==> config.mk <==
export PLATFORM = sky130hd
export DESIGN_NAME = line_fetch_unit
export DESIGN_NICKNAME = d
export VERILOG_FILES = /design/src/rtl/cache_pkg.sv /design/src/rtl/line_fetch_unit.sv
export SDC_FILE = /design/constraint.sdc
export NUM_CORES = 1
export LEC_CHECK = 0
export ABC_AREA = 1
export CORE_MARGIN = 8
export CORE_UTILIZATION = 35
export CTS_CLUSTER_DIAMETER = 120
export DETAILED_ROUTE_END_ITERATION = 6
export PLACE_DENSITY_LB_ADDON = 0.15
export SKIP_CTS_REPAIR_TIMING = 1
export SLEW_MARGIN = 20
export SYNTH_ARGS = -nofsm -noshare
export SYNTH_HDL_FRONTEND = slang
export SYNTH_SLANG_ARGS = --single-unit
export TNS_END_PERCENT = 100
==> constraint.sdc <==
create_clock -name clk -period 4.3 [get_ports clk]
set_input_delay 0.86 -clock clk [delete_from_list [all_inputs] [get_ports clk]]
set_output_delay 0.86 -clock clk [all_outputs]
set_load 0.03 [all_outputs]
==> src/rtl/cache_pkg.sv <==
// Shared cache definitions: line-fetch command codes, line fetch FSM states
// and the access-controller status encodings.
package cache_pkg;

    localparam logic [1:0] FETCH_NONE    = 2'b00;
    localparam logic [1:0] FETCH_FILL    = 2'b01;
    localparam logic [1:0] FETCH_WB_FILL = 2'b10;

    typedef enum logic [2:0] {
        LFU_IDLE,
        LFU_WB_RD,
        LFU_WB_CAP,
        LFU_WB_WR,
        LFU_FILL_REQ,
        LFU_FILL_WAIT,
        LFU_FILL_WR,
        LFU_DONE
    } lfu_state_t;

    typedef enum logic [1:0] {
        PROC_IDLE = 2'b00,
        PROC_BUSY = 2'b01,
        PROC_HIT  = 2'b10,
        PROC_MISS = 2'b11
    } proc_status_t;

endpackage

==> src/rtl/line_fetch_unit.sv <==
// Cache line fetch responder: optional victim writeback, then word-by-word refill.
// Defining LFU_PERF_CNT_EN adds saturating fill/writeback line counters.
module line_fetch_unit
    import cache_pkg::*;
#(
    parameter int addr_width = 32,
    parameter int list_depth = 4,
    parameter int data_width = 32,
    parameter int list_width = 32,
    localparam int TW = $clog2(list_depth),
    localparam int WW = $clog2(list_width)
) (
    input  logic                  clk,
    input  logic                  rst_n,
    input  logic                  fetch_req,
    output logic                  fetch_gnt,
    input  logic [1:0]            fetch_cmd,
    input  logic [TW-1:0]         fetch_tag,
    input  logic [addr_width-1:0] fetch_addr,
    input  logic [addr_width-1:0] fetch_addr_pre,
    output logic                  fetch_done,
`ifdef LFU_PERF_CNT_EN
    output logic [15:0]           perf_fill_lines,
    output logic [15:0]           perf_wb_lines,
`endif
    output logic                  bus_req,
    output logic                  bus_we,
    output logic [addr_width-1:0] bus_addr,
    output logic [data_width-1:0] bus_wdata,
    input  logic                  bus_gnt,
    input  logic                  bus_rvalid,
    input  logic [data_width-1:0] bus_rdata,
    output logic                  mem_ren,
    output logic [TW+WW-1:0]      mem_raddr,
    input  logic                  mem_rready,
    input  logic [data_width-1:0] mem_rdata,
    output logic                  mem_wen,
    output logic [TW+WW-1:0]      mem_waddr,
    output logic [data_width-1:0] mem_wdata,
    input  logic                  mem_wready
);

    localparam int BO = $clog2(data_width / 8);
    localparam int LO = WW + BO;
    localparam int LW = addr_width - LO;

    lfu_state_t            state_q, state_d;
    logic [TW-1:0]         tag_q, tag_d;
    logic [LW-1:0]         line_q, line_d;
    logic [LW-1:0]         line_pre_q, line_pre_d;
    logic [WW-1:0]         word_cnt_q, word_cnt_d;
    logic [data_width-1:0] wb_data_q, wb_data_d;
    logic [data_width-1:0] fill_data_q, fill_data_d;
    logic                  last_word;

    // Only the line number is kept; the request addresses are line aligned.
    logic unused_addr_bits;
    assign unused_addr_bits = ^{fetch_addr[LO-1:0], fetch_addr_pre[LO-1:0]};

    assign last_word = (word_cnt_q == WW'(list_width - 1));

    always_ff @(posedge clk or negedge rst_n) begin
        if (!rst_n) begin
            state_q     <= LFU_IDLE;
            tag_q       <= '0;
            line_q      <= '0;
            line_pre_q  <= '0;
            word_cnt_q  <= '0;
            wb_data_q   <= '0;
            fill_data_q <= '0;
        end else begin
            state_q     <= state_d;
            tag_q       <= tag_d;
            line_q      <= line_d;
            line_pre_q  <= line_pre_d;
            word_cnt_q  <= word_cnt_d;
            wb_data_q   <= wb_data_d;
            fill_data_q <= fill_data_d;
        end
    end

    always_comb begin
        state_d     = state_q;
        tag_d       = tag_q;
        line_d      = line_q;
        line_pre_d  = line_pre_q;
        word_cnt_d  = word_cnt_q;
        wb_data_d   = wb_data_q;
        fill_data_d = fill_data_q;
        fetch_gnt   = 1'b0;
        fetch_done  = 1'b0;
        bus_req     = 1'b0;
        bus_we      = 1'b0;
        bus_addr    = '0;
        bus_wdata   = '0;
        mem_ren     = 1'b0;
        mem_raddr   = '0;
        mem_wen     = 1'b0;
        mem_waddr   = '0;
        mem_wdata   = '0;
        case (state_q)
            LFU_IDLE: begin
                fetch_gnt = 1'b1;
                if (fetch_req) begin
                    tag_d      = fetch_tag;
                    line_d     = fetch_addr[addr_width-1:LO];
                    line_pre_d = fetch_addr_pre[addr_width-1:LO];
                    word_cnt_d = '0;
                    case (fetch_cmd)
                        FETCH_FILL:    state_d = LFU_FILL_REQ;
                        FETCH_WB_FILL: state_d = LFU_WB_RD;
                        default:       state_d = LFU_DONE;
                    endcase
                end
            end
            LFU_WB_RD: begin
                mem_ren   = 1'b1;
                mem_raddr = {tag_q, word_cnt_q};
                if (mem_rready) state_d = LFU_WB_CAP;
            end
            LFU_WB_CAP: begin
                wb_data_d = mem_rdata;
                state_d   = LFU_WB_WR;
            end
            LFU_WB_WR: begin
                bus_req   = 1'b1;
                bus_we    = 1'b1;
                bus_addr  = {line_pre_q, word_cnt_q, {BO{1'b0}}};
                bus_wdata = wb_data_q;
                if (bus_gnt) begin
                    // The counter wraps back to 0 after the last word, ready for the fill.
                    word_cnt_d = word_cnt_q + 1'b1;
                    state_d    = last_word ? LFU_FILL_REQ : LFU_WB_RD;
                end
            end
            LFU_FILL_REQ: begin
                bus_req  = 1'b1;
                bus_addr = {line_q, word_cnt_q, {BO{1'b0}}};
                if (bus_gnt) state_d = LFU_FILL_WAIT;
            end
            LFU_FILL_WAIT: begin
                if (bus_rvalid) begin
                    fill_data_d = bus_rdata;
                    state_d     = LFU_FILL_WR;
                end
            end
            LFU_FILL_WR: begin
                mem_wen   = 1'b1;
                mem_waddr = {tag_q, word_cnt_q};
                mem_wdata = fill_data_q;
                if (mem_wready) begin
                    if (last_word) begin
                        state_d = LFU_DONE;
                    end else begin
                        word_cnt_d = word_cnt_q + 1'b1;
                        state_d    = LFU_FILL_REQ;
                    end
                end
            end
            LFU_DONE: begin
                fetch_done = 1'b1;
                state_d    = LFU_IDLE;
            end
            default: state_d = LFU_IDLE;
        endcase
    end

`ifdef LFU_PERF_CNT_EN
    logic        fill_op_q;
    logic [15:0] perf_fill_q;
    logic [15:0] perf_wb_q;

    // Counters stick at all-ones rather than wrapping.
    always_ff @(posedge clk or negedge rst_n) begin
        if (!rst_n) begin
            fill_op_q   <= 1'b0;
            perf_fill_q <= '0;
            perf_wb_q   <= '0;
        end else begin
            if (state_q == LFU_IDLE && fetch_req)
                fill_op_q <= (fetch_cmd == FETCH_FILL) || (fetch_cmd == FETCH_WB_FILL);
            if (state_q == LFU_DONE && fill_op_q && perf_fill_q != 16'hFFFF)
                perf_fill_q <= perf_fill_q + 16'd1;
            if (state_q == LFU_WB_WR && bus_gnt && last_word && perf_wb_q != 16'hFFFF)
                perf_wb_q <= perf_wb_q + 16'd1;
        end
    end

    assign perf_fill_lines = perf_fill_q;
    assign perf_wb_lines   = perf_wb_q;
`endif

endmodule
==> impl_results.md <==
* Nets at 1104
* Fin Setup TNS at 0 ps
* Hpwl dp at 12.5 mm
* Routed WL per cell at 15.2 µm
* Final Hold Viols at 0
* Worst rel slew slack at 44.6%
* Clk sinks at 124
* Crit path from: state_q[1]
* RSZ-0062 raised after global routing: no
* Register area at 3100 µm²
* HP Class: register to register
* Synth async-reset ratio at 100%
* YS warnings at 0
* Initial antenna violation count at 1
* WP depth at 5
* Total track usage at 17.0%
* GPL Wtd Cong at 0.762
* Maximum number of pins on one net before global-route repair at 65
* IO Pins at 255
* VDD IR max at 0.385 mV
* Layout cells sized above 1 at 6.16%
* Cell family with most CP delay: simple AND/OR/NAND/NOR gates
* Die area at 21500 µm²
* Post-synthesis register bit count at 124
* Cells along the critical path: inv_2 > nor2_4 > nand2_2 > nor2_1 > clkdlybuf4s50_1
* Clock slew at reported path FFs at 50 ps
* Fin crit share at 81.0%
* Max-slew violation count at 0
* Peak fanout along the critical path at 41
* Worst EP required at 3440 ps
* Power Density at 683 nW/µm²
* Synth area leader: dfrtp_1
* Ys flop type: dfrtp_1
* Starting DRT DRC Count at 285
* Met2 wire length at 8.63 mm
* Max-cap violation count at 0
* Final ANT Viol Nets at 0
* CTS tree: yes
* Largest stage delay, worst path at 720 ps
* Remaining DRCs at 0
* Placed cell count at 1167
* Number of port buffers at 238
* Synth area leaders: dfrtp_1, nor2_1, nand2_1, inv_1, a21oi_1
* Post-synthesis sequential area ratio at 51.9%
* 1st-pass router iterations at 6
* Highest Signal Layer: met4
* Reg2reg end: tag_q[1]
* Routed Wire Length at 18.2 mm
* Critical R2R Launch: state_q[2]
* Setup CP Type: register to output pin
* Post-Syn Area at 5980 µm²
* Final Util at 53.2%
* Number of global-route vias before repair at 5360
* Synth top cells by count: nor2_1, nand2_1, dfrtp_1, inv_1, a21oi_1
* Multi-input combinational cell area at 2260 µm²
* Critical Path AT at 2620 ps
* Fmax at 287 MHz
* Syn Area/Cell at 8.04 µm²
* Count leader, synth: nor2_1
* Core area at 17000 µm²
* Crit path to: mem_wdata[13]
* Minimum clock period at 3480 ps
* Worst Reg-to-Reg Cells at 6
* Num CTS Buffers at 17
* Grt ovf at 0
* Met1 Wirelength at 7.80 mm
* CP Buf/Inv Count at 2
* Slew @ Worst Pin at 828 ps
* Slowest-stage cell, CP: clkdlybuf4s50_1
* Worst reg2reg setup slack at 1830 ps
* Clock skew at 7.47 ps
* Die H at 147 µm
* # setup viols final at 0
* Crit end category: output pin
* LEAKAGE at 4.40 nW
* Cell row count at 48
* H-tree lvl count at 4
* EDFF count, synth at 0
* Post-synth cell types at 26
* Via density per instance at 4.57
* Clock latency on the worst-skew pair at 420 ps
* Worst setup SP type: register
* Fillers at 1625
* Worst-case clock buffer depth at 2
* Clock root cell: clkbuf_16
* Initial Util at 35.2%
* Syn Inst Count at 744
* Die Wd at 147 µm
* DR WL met3 at 1.45 mm
* First-pass GRT wire length at 29.5 mm
* Post-synth top area share at 51.9%
* Non-Filler Instances at 1200
* Synthesis-to-layout area growth at 51.2%
* Run status: finished, final reports clean
* Vias at 5482
cell type report:
type | count | share of cell area, %
Antenna cell | 1 | 0.0277
Sequential cell | 124 | 34.3
Multi-Input combinational cell | 480 | 25.0
Timing Repair Buffer | 244 | 26.9
Tap cell | 225 | 3.11
Clock inverter | 10 | 1.54
Inverter | 94 | 3.90
Clock buffer | 22 | 5.24
power by group:
group	total (mW)	switching, mW	internal (mW)
clock network	1.48	0.520	0.957
registers	1.93	0.231	1.70
logic	2.78	1.77	1.01
worst min-delay path by stage:
stage | end | depth (start not counted) | slack [ps] | start
2_1_floorplan | word_cnt_q[3] | 2 | 440 | word_cnt_q[3]
3_3_place_gp | line_pre_q[10] | 2 | 450 | line_pre_q[10]
3_5_place_dp | line_pre_q[10] | 2 | 460 | line_pre_q[10]
4_1_cts | word_cnt_q[3] | 2 | 470 | word_cnt_q[3]
5_1_grt | line_q[12] | 2 | 490 | line_q[12]
6_report | line_pre_q[13] | 2 | 470 | line_pre_q[13]
kinds of logic (layout without fill, tap and decap cells):
family	count (synthesis)	count (layout)	share of synthesized area (%)
AO/OA/AOI/OAI	96	96	10.3
XOR/XNOR	1	1	0.146
adder cells (fa/ha/maj)	4	4	0.837
buffers and inverters	141	370	10.4
flip-flops	124	124	51.9
other	1	3	0.0627
AND/OR/NAND/NOR	377	377	26.4
flip-flops by register name (all words and copies together) (netlist names):
name	count
wb_data_q	32
line_pre_q	25
word_cnt_q	5
fill_data_q	32
tag_q	2
state_q	3
line_q	25
cell usage in the layout (no fill, tap or decap), types with 2 or more instances in the layout:
master and count:
clkbuf_1 2, clkinv_2 3, a32o_1 25, bufinv_16 3, nand2_4 3, clkbuf_8 3
inv_1 90, o21ai_1 2, clkdlybuf4s50_1 236, a21oi_1 64, inv_2 4, nor2_1 163
nor2_2 3, buf_4 6, nor2_4 3, nand4_1 2, clkinv_4 3, clkbuf_16 17
a21oi_2 2, ha_1 4, dfrtp_1 124, nand2_2 5, o21ai_0 2, nand2_1 137
nand3_1 59, conb_1 2
stage by stage:
| step | setup slack (ps) | hold slack [ps] | area, µm² | total power [mW] |
|---|---|---|---|---|
| after CTS | 758 | 473 | 9040 | 6.25 |
| after global routing | 555 | 487 | 9040 | 6.63 |
| after floorplan | 1580 | 442 | 5990 | 3.78 |
| after global placement | 1220 | 454 | 8430 | 4.72 |
| final | 818 | 469 | 9040 | 6.18 |
| after detailed placement | 1200 | 459 | 8430 | 4.75 |
layer usage:
layer	track usage, %	vias up
met3	6.37	18
met4	6.39	0
met2	26.6	159
li1	-	2770
met5	0	-
met1	21.1	2535
worst reg2reg max path: cells and delay by family (launching register included):
kind	cells	cell delay (ps)
AOI/OAI and AO/OA	1	60
buffers and inverters	2	830
DFF	1	530
and+or+nand+nor	3	910
No activity file was read; power rests on OpenSTA's default activity.
